<file path="src/rtl/fm7_key_scheduler.sv">
// -----------------------------------------------------------------------------
// fm7_key_scheduler
//
// Purpose:
//   Takes translated keyboard events from the PS/2 scan translator and feeds
//   them, one code at a time, to the CPU-visible key latch (FD01 data and
//   FD00 bit 7 = P0).
//   - Make events carrying a non-zero FM-7 code are buffered in a small FIFO.
//   - The most recent repeatable key is tracked, and typematic repeats are
//     generated while that key is held.
//   - A presenter FSM shows each code, holds key_pending until the CPU
//     acknowledges the read, and then waits a short hold-off before
//     presenting the next code.
//
// Ports:
//   CLKSYS       in   system clock
//   RESETBn      in   synchronous active-low reset
//   ev_stb       in   one-cycle pulse, translated key event valid
//   ev_make      in   1 = make, 0 = break (qualified by ev_stb)
//   ev_scan[8:0] in   physical key identity {E0, code}
//   ev_code[8:0] in   FM-7 code {P0, kdata}; 9'h000 means no code
//   ev_rpt_ok    in   key is repeatable (qualified by ev_stb & ev_make)
//   repeat_en    in   typematic enable; low disarms repeat
//   cpu_ack      in   one-cycle pulse, CPU read of FD01 completed
//   ovf_clr      in   clears fifo_ovf
//   kdata[7:0]   out  presented key code (FD01)
//   p0           out  presented code bit 8 (FD00 bit 7)
//   key_pending  out  code presented and not yet acknowledged
//   fifo_level   out  number of buffered entries
//   fifo_ovf     out  sticky flag, set when a make event was dropped
// -----------------------------------------------------------------------------
module fm7_key_scheduler #(
  parameter int          FIFO_DEPTH = 8,
  parameter logic [23:0] DELAY_CYC  = 24'd500000,
  parameter logic [23:0] RATE_CYC   = 24'd100000,
  parameter int          GAP_CYC    = 16
) (
  input  logic                              CLKSYS,
  input  logic                              RESETBn,
  input  logic                              ev_stb,
  input  logic                              ev_make,
  input  logic [8:0]                        ev_scan,
  input  logic [8:0]                        ev_code,
  input  logic                              ev_rpt_ok,
  input  logic                              repeat_en,
  input  logic                              cpu_ack,
  input  logic                              ovf_clr,
  output logic [7:0]                        kdata,
  output logic                              p0,
  output logic                              key_pending,
  output logic [$clog2(FIFO_DEPTH+1)-1:0]   fifo_level,
  output logic                              fifo_ovf
);

  localparam int PTR_W = (FIFO_DEPTH > 1) ? $clog2(FIFO_DEPTH) : 1;
  localparam int LVL_W = $clog2(FIFO_DEPTH + 1);
  localparam int GAP_W = (GAP_CYC > 1) ? $clog2(GAP_CYC) : 1;

  typedef enum logic [1:0] {
    S_IDLE    = 2'd0,
    S_PRESENT = 2'd1,
    S_GAP     = 2'd2
  } state_t;

  // FIFO storage and control
  logic [8:0]       mem [FIFO_DEPTH];
  logic [PTR_W-1:0] wr_ptr;
  logic [PTR_W-1:0] rd_ptr;
  logic [LVL_W-1:0] level;
  logic [8:0]       head;
  logic             fifo_empty;
  logic             fifo_full;

  // Repeat tracker
  logic             armed;
  logic [23:0]      cnt;
  logic [8:0]       rpt_scan;
  logic [8:0]       rpt_code;
  logic             fire;

  // Push / pop decisions
  logic             ev_push;
  logic             rpt_push;
  logic             push_req;
  logic             push_ok;
  logic [8:0]       push_data;
  logic             pop;
  logic             ovf_set;

  // Presenter FSM
  state_t           state;
  state_t           state_nxt;
  logic [GAP_W-1:0] gap;
  logic [GAP_W-1:0] gap_nxt;
  logic [7:0]       kdata_nxt;
  logic             p0_nxt;
  logic             pend_nxt;

  assign head       = mem[rd_ptr];
  assign fifo_empty = (level == '0);
  assign fifo_full  = (level == LVL_W'(FIFO_DEPTH));
  assign fifo_level = level;

  // A real make always has priority. A repeat is only injected when nothing
  // else is queued or showing, so holding a key cannot flood the FIFO.
  assign ev_push   = ev_stb & ev_make & (ev_code != 9'h000);
  assign fire      = armed & repeat_en & (cnt == 24'd0);
  assign rpt_push  = fire & ~ev_stb & fifo_empty & ~key_pending;
  assign push_req  = ev_push | rpt_push;
  assign push_data = ev_push ? ev_code : rpt_code;

  // A pop in the same cycle frees a slot, so a push into a full FIFO is kept.
  assign push_ok   = push_req & (~fifo_full | pop);
  assign ovf_set   = ev_push & fifo_full & ~pop;

  // ---- FIFO storage (data, no reset) ----
  always_ff @(posedge CLKSYS) begin
    if (push_ok) begin
      mem[wr_ptr] <= push_data;
    end
  end

  // ---- FIFO pointers, level and overflow flag ----
  always_ff @(posedge CLKSYS) begin
    if (!RESETBn) begin
      wr_ptr   <= '0;
      rd_ptr   <= '0;
      level    <= '0;
      fifo_ovf <= 1'b0;
    end else begin
      if (push_ok) begin
        wr_ptr <= wr_ptr + 1'b1;
      end
      if (pop) begin
        rd_ptr <= rd_ptr + 1'b1;
      end
      case ({push_ok, pop})
        2'b10:   level <= level + 1'b1;
        2'b01:   level <= level - 1'b1;
        default: level <= level;
      endcase
      // A fresh overflow wins over a clear in the same cycle.
      if (ovf_set) begin
        fifo_ovf <= 1'b1;
      end else if (ovf_clr) begin
        fifo_ovf <= 1'b0;
      end
    end
  end

  // ---- Repeat tracker: arm state and countdown ----
  always_ff @(posedge CLKSYS) begin
    if (!RESETBn) begin
      armed <= 1'b0;
      cnt   <= 24'd0;
    end else if (!repeat_en) begin
      armed <= 1'b0;
    end else begin
      // The countdown keeps running through unrelated events. A fire that
      // lands on an ev_stb cycle is dropped, but the reload still happens.
      if (armed) begin
        if (cnt == 24'd0) begin
          cnt <= RATE_CYC - 24'd1;
        end else begin
          cnt <= cnt - 24'd1;
        end
      end
      if (ev_stb) begin
        if (ev_make) begin
          if (ev_rpt_ok && (ev_code != 9'h000)) begin
            armed <= 1'b1;
            cnt   <= DELAY_CYC - 24'd1;
          end else begin
            armed <= 1'b0;
          end
        end else if (ev_scan == rpt_scan) begin
          armed <= 1'b0;
        end
      end
    end
  end

  // ---- Repeat tracker: identity of the held key (data, no reset) ----
  always_ff @(posedge CLKSYS) begin
    if (repeat_en && ev_stb && ev_make && ev_rpt_ok && (ev_code != 9'h000)) begin
      rpt_scan <= ev_scan;
      rpt_code <= ev_code;
    end
  end

  // ---- Presenter FSM: next state and outputs ----
  always_comb begin
    state_nxt = state;
    gap_nxt   = gap;
    kdata_nxt = kdata;
    p0_nxt    = p0;
    pend_nxt  = key_pending;
    pop       = 1'b0;
    case (state)
      S_IDLE: begin
        if (!fifo_empty) begin
          pop       = 1'b1;
          kdata_nxt = head[7:0];
          p0_nxt    = head[8];
          pend_nxt  = 1'b1;
          state_nxt = S_PRESENT;
        end
      end
      S_PRESENT: begin
        if (cpu_ack) begin
          pend_nxt  = 1'b0;
          gap_nxt   = GAP_W'(GAP_CYC - 1);
          state_nxt = S_GAP;
        end
      end
      S_GAP: begin
        if (gap == '0) begin
          state_nxt = S_IDLE;
        end else begin
          gap_nxt = gap - 1'b1;
        end
      end
      default: begin
        state_nxt = S_IDLE;
      end
    endcase
  end

  // ---- Presenter FSM: state register and presented latch ----
  always_ff @(posedge CLKSYS) begin
    if (!RESETBn) begin
      state       <= S_IDLE;
      gap         <= '0;
      kdata       <= 8'h00;
      p0          <= 1'b0;
      key_pending <= 1'b0;
    end else begin
      state       <= state_nxt;
      gap         <= gap_nxt;
      kdata       <= kdata_nxt;
      p0          <= p0_nxt;
      key_pending <= pend_nxt;
    end
  end

endmodule

</file>
<file path="config.mk">
export PLATFORM = sky130hd
export DESIGN_NAME = fm7_key_scheduler
export DESIGN_NICKNAME = d
export VERILOG_FILES = /design/src/rtl/fm7_key_scheduler.sv
export SDC_FILE = /design/constraint.sdc
export NUM_CORES = 1
export LEC_CHECK = 0
export ABC_AREA = 1
export BUFFER_PORTS_ARGS = -buffer_cell sky130_fd_sc_hd__buf_4
export CORE_ASPECT_RATIO = 1.25
export CORE_UTILIZATION = 63
export CTS_BUF_LIST = sky130_fd_sc_hd__clkbuf_4
export CTS_CLUSTER_DIAMETER = 120
export DETAILED_ROUTE_END_ITERATION = 7
export PLACE_DENSITY = 0.82
export SLEW_MARGIN = 20
export SYNTH_ARGS = -nofsm -noshare
export SYNTH_HDL_FRONTEND = slang
export SYNTH_SLANG_ARGS = --single-unit
export TNS_END_PERCENT = 30
</file>
<file path="constraint.sdc">
create_clock -name CLKSYS -period 2.5 [get_ports CLKSYS]
set_input_delay 0.625 -clock CLKSYS [delete_from_list [all_inputs] [get_ports CLKSYS]]
set_output_delay 0.625 -clock CLKSYS [all_outputs]
set_load 0.05 [all_outputs]
</file>
## After elaboration in Yosys (flattened, before gate mapping)

Memories as Yosys holds them, arrays and structs flattened. A register that Yosys moved wholly into a read port is not among the register bits.
Index checks and enable logic that the tools add are counted.

| storage, ports and cells | value |
|---|---|
| register bits after elaboration | 61 |
| RAM bits | 72 |
| bits of input ports | 26 |
| logic and storage cells | 93 |
| memories | 1 |

| cells by class | value |
|---|---|
| add/sub/neg operators | 6 |
| equal/unequal tests | 10 |
| mux-type cells | 26 |
| bitwise operators | 17 |
| reductions and logical operators | 22 |

Memories:

| name | words | bits a word | rd ports | clocked after memory_dff | wr ports | RTL line | text |
|---|---|---|---|---|---|---|---|
| mem | 8 | 9 | 1 | 1 | 1 | 66 | `logic [8:0] mem [FIFO_DEPTH];` |

Operators by type and width:

| cell | number |
|---|---|
| 24-bit 2-to-1 mux | 5 |
| 24-bit logical NOT | 1 |
| 24-bit by 1-bit subtractor with 24-bit output, second input constant | 1 |
| 4-bit one-hot mux with 2 select lines | 2 |
| 1-bit 2-to-1 mux | 11 |
| 1-bit AND | 10 |
| 2-bit nonzero test | 5 |
| 9-bit equality test | 1 |
| 9-bit 2-to-1 mux | 1 |
| 3-bit AND reduction | 3 |
| 9-bit nonzero test | 1 |
| 4-bit logical NOT | 2 |
| 4-bit 2-to-1 mux | 2 |
| 2-bit inequality test, second input constant | 4 |
| 4-bit by 1-bit subtractor with 4-bit output, second input constant | 2 |
| 3-bit by 1-bit adder with 3-bit output, second input constant | 2 |
| 2-bit 2-to-1 mux | 3 |
| 2-bit one-hot mux with 3 select lines | 1 |
| 2-bit AND reduction | 3 |
| 1-bit logical AND | 5 |
| 1-bit NOT | 5 |
| 4-bit by 1-bit adder with 4-bit output, second input constant | 1 |
| 2-bit by 1-bit equality test with 1-bit output, second input constant | 2 |
| 2-bit equality test, second input constant | 2 |
| other kinds (5) | 6 |

## Logic depth before layout (Yosys ltp)

Gate-level depths: netlist (run 1).

| logic depth | value |
|---|---|
| depth in word-level cells | 9 |
| depth in mapped cells | 15 |
| mapped depth without buffers | 15 |

## Least setup slack after synthesis (run 1)

OpenSTA, ideal clock, no wires.

| timing | value |
|---|---|
| path kind | input-to-reg |
| from | input ev_code[2] |
| to | register level[3] (netlist: fifo_level[3]) |
| arrival time | 2131 ps |
| data required time | 2383 ps |
| slack | 252 ps |
| cell stages on the path | 14 |
| buffers on the path | 0 |
| cell sequence | nor2_1 nand3_1 nor2_2 nor2_4 inv_2 nand3_1 inv_1 ha_1 a21oi_1 nand2_1 nand3_1 nand2_1 a21oi_1 nor2_1 |

| between the ends | value |
|---|---|
| word-level cells in the longest chain between the ends | 6 |

Ends and longest elaborated chain:

| element | RTL line | text |
|---|---|---|
| start, declared | 43 | `input logic [8:0] ev_code,` |
| 9-bit nonzero test * | 106 | `assign ev_push = ev_stb & ev_make & (ev_code != 9'h000);` |
| 1-bit AND * | 106 |  |
| 1-bit bitwise OR * | 109 | `assign push_req = ev_push \| rpt_push;` |
| 1-bit AND * | 113 | `assign push_ok = push_req & (~fifo_full \| pop);` |
| 2-bit by 1-bit equality test with 1-bit output / 2-bit equality test (equally long branches) | 137 | `case ({push_ok, pop})` |
| 4-bit one-hot mux with 2 select lines / 2-bit nonzero test (equally long branches) | - |  |
| end signal, assigned | 138 | `2'b10: level <= level + 1'b1;` |
| end signal, assigned | 139 | `2'b01: level <= level - 1'b1;` |
| end signal, assigned | 140 | `default: level <= level;` |
| end, declared | 69 | `logic [LVL_W-1:0] level;` |

Every way passes the cells marked *; elsewhere a longest branch is shown, timed or not.
A chain may end at the register's enable or synchronous reset.

## Worst setup path after layout (run 1)

| timing | value |
|---|---|
| from | register cnt[0] |
| to | memory mem[3][8] (enable) |

| between the ends | value |
|---|---|
| word-level cells in the longest chain between the ends | 9 |

Ends and longest elaborated chain:

| element | RTL line | text |
|---|---|---|
| start, declared | 76 | `logic [23:0] cnt;` |
| start signal, assigned | 163 | `cnt <= RATE_CYC - 24'd1;` |
| start signal, assigned | 165 | `cnt <= cnt - 24'd1;` |
| start signal, assigned | 172 | `cnt <= DELAY_CYC - 24'd1;` |
| 24-bit logical NOT | 107 | `assign fire = armed & repeat_en & (cnt == 24'd0);` |
| 1-bit AND | 107 |  |
| 1-bit AND (3 in a row) | 108 | `assign rpt_push = fire & ~ev_stb & fifo_empty & ~key_pending;` |
| 1-bit bitwise OR | 109 |  |
| 1-bit AND | 113 |  |
| 1-bit 2-to-1 mux | 118 | `if (push_ok) begin` |
| 1-bit 2-to-1 mux (implied by the code) | 119 | `mem[wr_ptr] <= push_data;` |
| end, declared | 66 |  |

No other way between the ends.

==> results of run 1 <==
[what timing repair did]
item                                    4_1_cts  5_1_grt
buffers inserted                              0        0
gates resized for setup                       0        6
endpoints found under the setup margin        0       39
hold buffers                                  0        0
[synth_stat cells, drive strengths merged]
cell    instances
nand4           9
or2             2
o31ai           1
buf            10
ha              7
and3b           1
xor2           19
nand3b          3
nor4            1
inv            48
xnor2           8
mux2i           9
nand2         108
clkinv          2
and3            1
nor3            9
edfxtp         90
clkbuf         12
a21oi          38
nand3          25
o32ai           9
o211ai          9
a311oi          1
o21a            1
o21ai          33
nor2          116
dfxtp          52
fa              1
o221ai          9
[metrics by stage]
step	hold WS [ps]	instances	setup slack, ps
finish	285.8	842	136.1
global route	237.1	842	7.327
CTS	255.8	842	88.73
detailed placement	466.2	811	-52.64
global placement	453.8	811	37.90
floorplan	464.6	634	252.1
[area by class of cell]
cell class	count	area share [%]
multi-input combinational	420	32.30
inverter	50	2.632
sequential	142	52.15
timing repair buffer	73	7.635
tap	126	2.196
clock buffer	19	1.987
clock inverter	12	1.098
[sequential cells by signal, summed over array words and instances (netlist names)]
name and cells:
cnt 24, mem 72, wr_ptr 3, armed 1
gap 4, state 2, fifo_level 4, key_pending 1
rpt_code 9, kdata 8, rd_ptr 3, p0 1
fifo_ovf 1, rpt_scan 9
[final timing paths]
check	endpoint	slack, ps	cells past startpoint
hold / removal	rpt_scan[7]$_DFFE_PP_	290	1
setup reg to reg	mem[3][8]$_DFFE_PP_	140	10
setup / recovery	mem[3][8]$_DFFE_PP_	140	10
hold reg to reg	kdata[5]$_SDFFE_PN0P_	480	2
[metal layers]
metal | vias up | share of wire, % | GRT usage [%]
met1 | 2319 | 38 | 29.62
met2 | 143 | 53 | 50.33
met3 | 48 | 4.4 | 6.375
met4 | 0 | 4.4 | 16.04
li1 | 2308 | - | -
met5 | - | 0 | 0
[power groups by stage]
stage	logic, mW	clock network, mW	registers, mW
after detailed placement	2.11	0	2.93
after floorplan	1.15	0	3.25
after global routing	2.30	1.32	2.90
after global placement	2.03	0	2.92
final	2.13	1.21	2.88
after CTS	2.12	1.22	2.88
[logic make-up after synthesis]
group,share of synthesized area [%]
buffers and inverters,4.580
adders and majority gates,1.698
AOI/OAI and AO/OA,9.773
and+or+nand+nor,19.72
DFF,59.07
muxes,1.422
xor gates and xnor gates,3.732
==> impl.org, run 1 <==
** Setup path
- Path type of the worst setup path :: register to register
- Worst path bufs/invs :: 2
- Largest stage delay, worst path :: 660 ps
- Peak fanout along the critical path :: 9
- On the critical path the largest part of the delay comes from simple AND/OR/NAND/NOR gates.
- STA puts the critical path data arrival time at 2500 ps.
- The startpoint identified for the worst register-to-register timing path is cnt[0]$_SDFFE_PN0P_.
- Traced cell by cell, the critical path runs through inv_1 -> ha_1 -> nand2_1 -> nor2_1 -> nand4_1 -> nand2_2 -> nand2_2 -> nor2_2 -> inv_2 -> nor2_1.
- First element of the critical path :: cnt[0]$_SDFFE_PN0P_
- CP Capture Type :: register
- The worst setup path is launched from a register.
- For this design, the slowest cell found on the critical path is nor2_1.
- At the worst endpoint, the required time is 2640 ps.

** Global routing
- Wire length of the first global-routing pass :: 21.95 mm
- The via count of the first global-routing pass came to 4820.
- Global routing consumed, over all layers together, 27.76% of the routing resources.
- Entering global routing, the biggest net connects 38 pins.
- Antenna violations before repair :: 0
- After global routing the overflow that remains totals 0.

** Detailed routing
- Via/cell ratio :: 5.722
- Routed wirelength normalized by instance count :: 16.12 um
- Across all layers, the routed design uses 4818 vias.
- The first TritonRoute pass finished after 5 iterations.
- For this run, design rule violations remaining after detail routing come to 0.
- The detail route stage leaves a number of antenna-violating nets equal to 0.
- DRT iter0 DRCs :: 233
- Summed over all layers, the routed wires come to 13.57 mm.

** Placement
- Post-detailed-placement half-perimeter wirelength :: 9.568 mm
- Buffers placed on the I/O ports in this run total 40.
- Summing all placed instances gives a cell area of 0.006942 mm2.
- The congestion estimate from routability-driven global placement came to 0.9094.

** Clock network
- The root buffer cell chosen for the clock tree is clkbuf_4.
- Post-CTS clock slew at the launch and capture registers of the worst setup and hold paths :: 110 ps
- Number of buffers on the longest clock path :: 2
- The clock reaches the later pin of the worst-skew pair after 520 ps.
- H-Tree Depth :: 4
- Clock buffers created by TritonCTS :: 17
- Clock sink total :: 142
- TritonCTS built the clock tree.

** Logic synthesis
- Net count of the mapped netlist :: 668
- Synthesized area per cell :: 9.996 um2
- Of all cell types, the one taking the most synthesized area is edfxtp_1.
- The Yosys step of the flow raised 0 warnings.
- Dominant cells by area after synthesis :: edfxtp_1 43%, dfxtp_1 16%, nor2_1 6.0%, nand2_1 5.8%, a21oi_1 2.7%
- In the synthesized netlist, the number of instances is 634.
- Synthesis instantiated 40 different standard cells from the library.
- Area of the mapped netlist :: 0.006337 mm2
- For this run, the register share of the synthesized area comes to 59.07%.
- After synthesis the netlist holds a flip-flop and latch count of 142.
- Fraction of post-synthesis cell area in the top cell type by area :: 42.65%

** STA
- Final critical delay including setup and external delays :: 2364 ps
- Post-Route Setup TNS :: 0 ps
- Clock Skews :: 19.21 ps
- The count of final hold-check violations was 0.
- Final count of pins violating max slew :: 0
- Tightest Pin Transition :: 940.4 ps
- Setup violations remaining at the end of the flow were counted as 0.
- Static timing analysis puts the maximum clock frequency at 423.0 MHz.
- Fraction of the cycle the final worst path needs :: 94.56%
- RSZ-0062 raised after global routing :: no
- Max-slew headroom :: 37.24%

** Die
- The core region is 0.009709 mm2.
- Row count :: 40
- The die is 91.71 um wide.
- Once the floorplan was initialized, standard cells occupied 65.27% of the core.
- For this design the top-level I/O count stands at 41.
- The floorplan step defined a die boundary enclosing 0.01047 mm2.
- From bottom edge to top edge, the die measures 114.1 um.

** Status
- The flow ran to the end, and the final reports show no timing, DRC or antenna violations.

** Power
- Combinational cells account for 34.2% of the total power.
- For this design the total switching power over the nets is 2.327 mW.
- Power per cell area :: 865.8 mW/mm2
- Clock share of power :: 19.4%
- Sw Share :: 37.45%
- Worst-case vdd ir drop :: 504.2 uV
- Overall power :: 6.214 mW
- Internal power comes to 3.887 mW.
- Leakage dissipation :: 2.828 nW
- Reg power frac :: 46.3%

** Cells and area
- After the last flow step, the layout net total stands at 738.
- The finished cells cover 0.007178 mm2.
- Number of diodes :: 0
- The library cell used most frequently in the layout, excluding fill and tap cells, is nand2_1.
- Relative to the synthesized area, the layout overhead comes to 13.27%.
- In the final layout, the share of cells above drive strength 1 is 20.25%.
- In the final layout, flip-flops and latches occupy 0.003744 mm2.
- Count of fill cells added during filler insertion :: 706
- Multi-input combinational cell area :: 0.002318 mm2
- Final core area utilization :: 73.93%
- Most frequent cells in the layout :: 98 x nand2_1, 96 x nor2_1, 90 x edfxtp_1

** Min path
- HP Start :: ev_scan[7]
- Tightest Hold Check Type :: primary input to register

** Flow run
- Across the run, the number of max-cap violations was 0.
Power figures use the tool's default switching activity.
==> inputs of run 2 (changes only) <==
Settings changed: ABC_AREA 1 to default, CORE_UTILIZATION 63 to 50, PLACE_DENSITY 0.82 to 0.68.
==> run 2 against run 1 <==
Effect of this change: the run now ends with setup timing left; sequential power shrank 3%; first-iteration DRC count shrank 19%; via count shrank 17%; synthesized cell count shrank 27%; flip-flop and latch count is the same; power shrank 0.34%; largest power group unchanged; highest routed layer unchanged.
==> impl.org, run 2 <==
** Clock network
- The clock drives 142 sinks.
- After clock tree synthesis, the clock-pin slew on the worst setup and hold paths is 130 ps.
- Root buffer cell :: clkbuf_4
- The clock passes through at most 2 buffers.
- TritonCTS built the clock tree.
- The H-tree generated during clock tree synthesis spans 4 levels.
- The clock reaches the later pin of the worst-skew pair after 550 ps.
- Clock buffers created by TritonCTS :: 17

** STA
- Fraction of the cycle the final worst path needs :: 103.8%
- Clock Skews :: 19.09 ps
- Static timing analysis puts the maximum clock frequency at 385.5 MHz.
- For the pin with the worst max-slew slack, the measured transition is 634.7 ps.
- The worst path in the final design needs a cycle of 2594 ps, including I/O delays and setup.
- Final count of pins violating max slew :: 0
- Setup ws final :: -94.15 ps
- Post-Route Setup TNS :: -1885 ps
- Setup repair after global routing could not meet its margin everywhere.
- Setup violations remaining at the end of the flow were counted as 28.
- Across all hold checks on the routed design, the worst slack comes to 257.7 ps.
- Final hold viol count :: 0
- Max-slew headroom :: 57.63%

** Logic synthesis
- Cell count after synthesis :: 463
- Share of cell area taken by muxes after synthesis :: 8.966%
- Share of synthesized cell area in and, or, nand and nor gates :: 13.93%
- Post-Synth XOR/XNOR Area :: 4.525%
- Most frequently used cell type in the post-synthesis netlist :: edfxtp_1
- Summing the areas of all compound-gate instances in the mapped netlist gives 6.485% of the synthesized area.
- Area of the mapped netlist :: 0.006001 mm2
- The synthesized netlist contains 53 unique library cells.
- After synthesis, the largest family of logic cells by area is simple AND/OR/NAND/NOR gates.
- Synthesized area per cell :: 12.96 um2
- Synth top cells by count :: 90 x edfxtp_1, 52 x dfxtp_1, 48 x nor2_1
- Fraction of registers with async set/reset :: 0%
- Sequential-to-total area share from yosys stat :: 62.39%
- Yosys printed 0 warnings.
- Summed over all instances, the cell type with the most area after synthesis is edfxtp_1.
- Flip-flop cell with the highest count after synthesis :: edfxtp_1
- By area the synthesized netlist is led by edfxtp_1 45%, dfxtp_1 17%, mux4_2 6.8%, nor2_1 3.0%, xor2_1 2.6%.
- Number of synthesized register bits :: 142
- Summed over its instances, the top area cell type makes up 45.04% of the synthesized netlist area.
- Share of synthesized cell area in full adder, half adder and majority cells :: 1.793%
- Post-synth EDFFs :: 90
- Net count of the mapped netlist :: 497

** Global routing
- GR Util met2 :: 37.24%
- For this run, global-route usage on met1 was measured as 28.68%.
- Global routing used 5.948% of the available met3 tracks.
- Global routing used 22.79% of the available tracks.
- Antenna violations before repair :: 1
- The global routing stage identified its most utilized layer as met2.
- Entering global routing, the biggest net connects 27 pins.
- The via count of the first global-routing pass came to 4149.
- Wire length of the first global-routing pass :: 20.98 mm
- Final global-route overflow total :: 0

** Setup path
- CP Capture Type :: register
- Element type at the critical path start :: register
- Path type of the worst setup path :: register to register
- WP data required :: 2770 ps
- The signal on the critical path passes through or4_4 -> or4_4 -> nor4_4 -> buf_4 -> o21ai_4 -> buf_12 -> nor3b_4 -> buf_12.
- The cell family contributing the most delay on the critical path is simple AND/OR/NAND/NOR gates.
- At the worst endpoint, the arrival time is 2870 ps.
- Peak fanout along the critical path :: 9
- Worst path bufs/invs :: 3
- The largest single stage delay on the critical path is 530 ps.
- The slowest stage of the critical path is the or4_4 cell.

** Cells and area
- Register with the highest flop count :: mem
- The finished layout holds 743 standard cells, fillers aside.
- For this run, the post-layout net count is 602.
- The library cells used most frequently in the layout, excluding fill and tap cells, are 94 x buf_4, 90 x edfxtp_1, 48 x dfxtp_1.
- Largest registers in the final layout :: mem (72), cnt (24)
- Synthesis-to-layout area growth :: 24.25%
- Most common cell after layout, fill and taps aside :: buf_4
- Cells fill 63.88% of the core in the end.
- In the final layout, the share of cells above drive strength 1 is 31.33%.
- In the final layout, flip-flops and latches occupy 0.003754 mm2.
- The layout has 923 filler cells.
- In the final layout, the multi-input gates occupy 0.002293 mm2.
- Max FFs per register :: 72

** Placement
- The wire-length estimate of the detail-placed layout is 9.353 mm.
- Total instance count after detailed placement :: 707
- OpenSTA, run right after detailed placement, puts the worst setup slack at -175.4 ps.
- At the end of routability-driven placement, the weighted congestion stood at 0.8171.
- Port Buffer Count :: 40

** Detailed routing
- Iteration count of the initial detailed-routing pass :: 4
- In this run, the number of DRC markers left after iteration 0 of detailed routing was 189.
- Via count :: 4002
- In the routed design, unresolved DRC markers number 0.
- Remaining antenna violation count :: 0
- In the final routed layout, each cell accounts on average for 17.26 um.
- Via/cell ratio :: 5.386
- Drt total wl :: 12.83 mm

** Status
- Violated checks :: setup timing
- Outcome :: finished, violations left

** Power
- Dividing total power by cell area gives a power density of 830.6 mW/mm2.
- Sw Share :: 33.44%
- For this design the total switching power over the nets is 2.071 mW.
- VDD sags by at most 495.8 uV.
- For this design the static power due to leakage is 2.696 nW.
- Reg power frac :: 45.1%
- The clock network accounts for 24.0% of the total power.
- Combinational logic burns 30.8% of the power.
- Pint :: 4.122 mW

** Die
- Overall die area :: 0.01245 mm2
- Chip Width :: 99.99 um
- In this run the vertical extent of the chip is 124.5 um.
- Standard cell core area :: 0.01167 mm2
- Pin placement for this block handled 41 I/O pins.
- For this configuration, the core starts out at a cell density of 51.42%.
- The initialized floorplan defines 44 standard-cell rows.

** Flow run
- Max_cap viols :: 0

** Min path
- Tightest Hold Check Type :: primary input to register
## run 2: worst register-to-register path, stage by stage (launching register included)
cell and delay [ps]:
dfxtp_4 360, or4_4 530, or4_4 500, nor4_4 130, buf_4 190, o21ai_4 80, buf_12 170, nor3b_4 210
buf_12 160
## run 2: cell families after synthesis
family                   Yosys count
AO/OA/AOI/OAI                     59
XOR/XNOR                          31
adder cells (fa/ha/maj)            8
buffers and inverters             30
flip-flops                       142
multiplexers                      31
AND/OR/NAND/NOR                  162
## run 2: metal layers
metal / wire, um / part of all wire [%]
met5: 0 / 0
met4: 279 / 2.2
met3: 685 / 5.3
met2: 6532 / 51
met1: 5328 / 42
## run 2: per-stage QoR
stage | power, mW | cell area, um2
4_1_cts | 6.203 | 7405
3_5_place_dp | 4.718 | 7091
2_1_floorplan | 4.090 | 6116
3_3_place_gp | 4.660 | 7091
5_1_grt | 6.531 | 7456
6_report | 6.193 | 7456
## run 2: path summary, 6_finish.rpt
| path | endpoint | start | cells past startpoint | slack (ps) |
|---|---|---|---|---|
| max reg2reg | mem[6][5]$_DFFE_PP_ | fifo_level[3]$_SDFFE_PN0P_ | 8 | -90 |
| max | mem[6][5]$_DFFE_PP_ | fifo_level[3]$_SDFFE_PN0P_ | 8 | -90 |
| min | rpt_scan[3]$_DFFE_PP_ | ev_scan[3] | 1 | 260 |
| min reg2reg | cnt[10]$_SDFFE_PN0P_ | cnt[10]$_SDFFE_PN0P_ | 2 | 490 |
## run 2: repair_timing
item,in CTS,in global routing
endpoints found under the setup margin,66,85
setup buffers,1,2
pin swaps,1,5
hold buffers,0,0
gates resized for setup,2,7
## run 2: power groups by stage
| stage | combinational (mW) | sequential (mW) | clock (mW) |
|---|---|---|---|
| CTS | 1.87 | 2.80 | 1.53 |
| global route | 2.08 | 2.82 | 1.63 |
| finish | 1.91 | 2.80 | 1.49 |
| detailed placement | 1.87 | 2.85 | 0 |
| global placement | 1.82 | 2.84 | 0 |
| floorplan | 0.984 | 3.11 | 0 |
## run 2: cell type report
type	count	area share, %
well taps	161	2.702
flip-flops and latches	142	50.34
inverters	14	0.7048
clock inverters	14	2.148
clock buffers	18	1.812
diodes	1	0.03356
repair buffers	102	11.50
multi-input cells	291	30.76
==> inputs of run 3 (changes only) <==
Settings changed: ABC_AREA from default to 1.
==> run 3 against run 2 <==
Effect of this change: utilization is 4.8 points lower; global-route usage is 0.77 points lower; clock power increased by 9%; the flow now finishes without violations; highest routed layer unchanged; largest power group unchanged; first-iteration DRC count rose by 20%; critical path type unchanged.
==> impl.org, run 3 (synthesis gave the netlist of run 1 again) <==
** Power
- Total net switching power :: 2.379 mW
- Clock share of power :: 24.5%
- In this run the static leakage power is 2.830 nW.
- Pint :: 4.247 mW
- Power comes to 6.626 mW.
- In this run switching power makes up 35.90% of total power.
- Per report_power, the sequential group accounts for 43.2% of the total.
- Power per cell area :: 913.7 mW/mm2
- Fraction of power consumed by combinational cells :: 32.3%
- Worst-case vdd ir drop :: 530.7 uV

** Global routing
- Largest net degree at the start of global routing :: 39
- Final global-route overflow total :: 0
- Number of global-route vias before repair :: 4627
- Antenna violations before repair :: 1
- Wire length of the first global-routing pass :: 21.53 mm
- Global routing used 22.01% of the available tracks.

** Cells and area
- Multi-input combinational cell area :: 0.002313 mm2
- Cells with a size suffix above 1 make up 19.80% of the layout.
- The largest registers in the layout are mem (72), cnt (24).
- Most frequent cells in the layout :: 98 x nand2_1, 98 x nor2_1, 90 x edfxtp_1
- The register with the most flip-flops in the final layout is mem.
- Fin area :: 0.007252 mm2
- For this run, the post-layout net count is 728.
- The register with the most flip-flops in the layout has 72 of them.
- Count of fill cells added during filler insertion :: 1099
- Synthesis-to-layout area growth :: 14.43%
- Sequential cell area :: 0.003744 mm2

** Setup path
- The largest individual stage delay along the critical path comes from the cell nor2_1.
- On the critical path the largest part of the delay comes from simple AND/OR/NAND/NOR gates.
- The worst setup path is captured at a register.
- WP data required :: 2670 ps
- Critical R2R Launch :: cnt[0]$_SDFFE_PN0P_
- Element type at the critical path start :: register
- RR Endpoint :: mem[6][4]$_DFFE_PP_
- Series of cell instances along the critical path :: inv_1 -> ha_1 -> nand2_1 -> nor2_1 -> nand4_1 -> nand2_2 -> nand2_2 -> inv_2 -> nand2_4 -> nor2_1
- Measured in cells, the most critical reg-to-reg path has a length of 10.
- The critical path is of the register to register type.
- The critical path ends at mem[6][4]$_DFFE_PP_.
- For this run, the slowest stage of the critical path takes 650 ps.
- Crit path depth :: 10
- Peak fanout along the critical path :: 9
- Data on the critical path arrives at its endpoint at 2510 ps.
- First element of the critical path :: cnt[0]$_SDFFE_PN0P_
- Together, buffers and inverters on the worst path number 2.
- The setup check on the worst reg-to-reg path leaves a slack of 160 ps.

** Clock network
- After clock tree synthesis, the setup repair step added 0 buffers.
- Hold buffer count at cts :: 0
- Clock tree from TritonCTS :: yes
- Clock tree synthesis selected as its root buffer the cell clkbuf_4.
- H-Tree Depth :: 4
- Clock latency on the worst-skew pair, taken at its later pin, is 530 ps.
- The clock net in this run drives a total of 142 sinks.
- No sink is reached through more buffers than the 2 on the longest clock path.
- Clock buffers created by TritonCTS :: 17
- Number of gates resized after CTS :: 0
- Clock-pin slew was measured on the worst setup and hold paths at 120 ps.

** Die
- The die is 102.7 um wide.
- In this run the core area contains 45 standard-cell rows.
- For this configuration, the core starts out at a cell density of 51.63%.
- Vertical extent of the die :: 127.9 um
- The total area inside the core boundary comes to 0.01227 mm2.
- Overall die area :: 0.01313 mm2
- In this run the count of I/O pins placed on the die edge is 41.

** Placement
- After detailed placement, the total cell area comes to 0.006914 mm2.
- During placement, the flow inserted port buffers numbering 40.
- Detailed placement finished with a half-perimeter wire length of 9.568 mm.
- Placer Congestion :: 0.9282

** Detailed routing
- In the routed design, unresolved DRC markers number 0.
- Via/cell ratio :: 5.325
- Via count :: 4643
- Before antenna repair, the detailed router went through 5 iterations.
- Once detail routing completed, the nets flagged for antenna violations numbered 0.
- Routed wirelength normalized by instance count :: 15.11 um
- DRT iter0 DRCs :: 227
- Drt total wl :: 13.18 mm

** STA
- Final critical delay including setup and external delays :: 2341 ps
- The count of final hold-check violations is 0.
- On the final layout, the worst clock skew is 15.63 ps.
- Final count of pins violating max slew :: 0
- In this run the tightest slew margin relative to its limit is 35.35%.
- Static timing analysis puts the maximum clock frequency at 427.1 MHz.
- Setup violations remaining at the end of the flow were counted as 0.
- RSZ-0062 raised after global routing :: yes
- Tightest Pin Transition :: 959.6 ps
- Fraction of the cycle the final worst path needs :: 93.65%
- Hold timing on the final database bottoms out at a slack of 275.5 ps.
- In the final timing run, aggregate negative setup slack is 0 ps.

** Min path
- Hold Path Cell Cnt :: 1
- Tightest Hold Check Type :: primary input to register

** Flow run
- Across the run, the number of max-cap violations was 0.

** Status
- Outcome :: completed
run 3: worst reg2reg max path, cell delays in order (launching register included):
cell and delay (ps):
dfxtp_1 340, inv_1 100, ha_1 220, nand2_1 70
nor2_1 140, nand4_1 130, nand2_2 90, nand2_2 80
inv_2 90, nand2_4 60, nor2_1 650
run 3: power by group through the flow:
stage	clock, mW	combinational, mW	sequential (mW)
6_report	1.63	2.14	2.86
5_1_grt	1.75	2.35	2.89
4_1_cts	1.66	2.15	2.86
3_5_place_dp	0	2.15	2.91
3_3_place_gp	0	2.10	2.91
2_1_floorplan	0	1.15	3.25
run 3: area by class of cell:
| class | count | area share [%] |
|---|---|---|
| Antenna cell | 1 | 0.03451 |
| Tap cell | 164 | 2.830 |
| Inverter | 50 | 2.605 |
| Clock inverter | 11 | 2.312 |
| Multi-Input combinational cell | 420 | 31.90 |
| Clock buffer | 21 | 2.174 |
| Sequential cell | 142 | 51.62 |
| Timing Repair Buffer | 63 | 6.522 |
run 3: stage by stage:
stage / util, % / setup WS, ps / instances
3_5_place_dp: 56.33 / 9.807 / 839
3_3_place_gp: 56.33 / 68.57 / 839
4_1_cts: 58.98 / 146.8 / 871
2_1_floorplan: - / 252.1 / 634
5_1_grt: 59.08 / -69.67 / 872
6_report: 59.08 / 158.7 / 872
run 3: worst min path at each step:
stage | from | endpoint | slack, ps
2_1_floorplan | gap[0]$_SDFFE_PN0P_ | gap[0]$_SDFFE_PN0P_ | 460
3_3_place_gp | kdata[1]$_SDFFE_PN0P_ | kdata[1]$_SDFFE_PN0P_ | 460
3_5_place_dp | kdata[7]$_SDFFE_PN0P_ | kdata[7]$_SDFFE_PN0P_ | 460
4_1_cts | ev_code[4] | rpt_code[4]$_DFFE_PP_ | 230
5_1_grt | ev_code[4] | rpt_code[4]$_DFFE_PP_ | 230
6_report | ev_code[4] | rpt_code[4]$_DFFE_PP_ | 280
run 3: metal layers:
metal	GRT usage, %	up-vias	part of all wire [%]
met5	0	-	0
met4	9.076	0	1.7
met3	5.180	16	4.7
met2	37.45	120	51
met1	26.50	2213	42
li1	-	2294	-
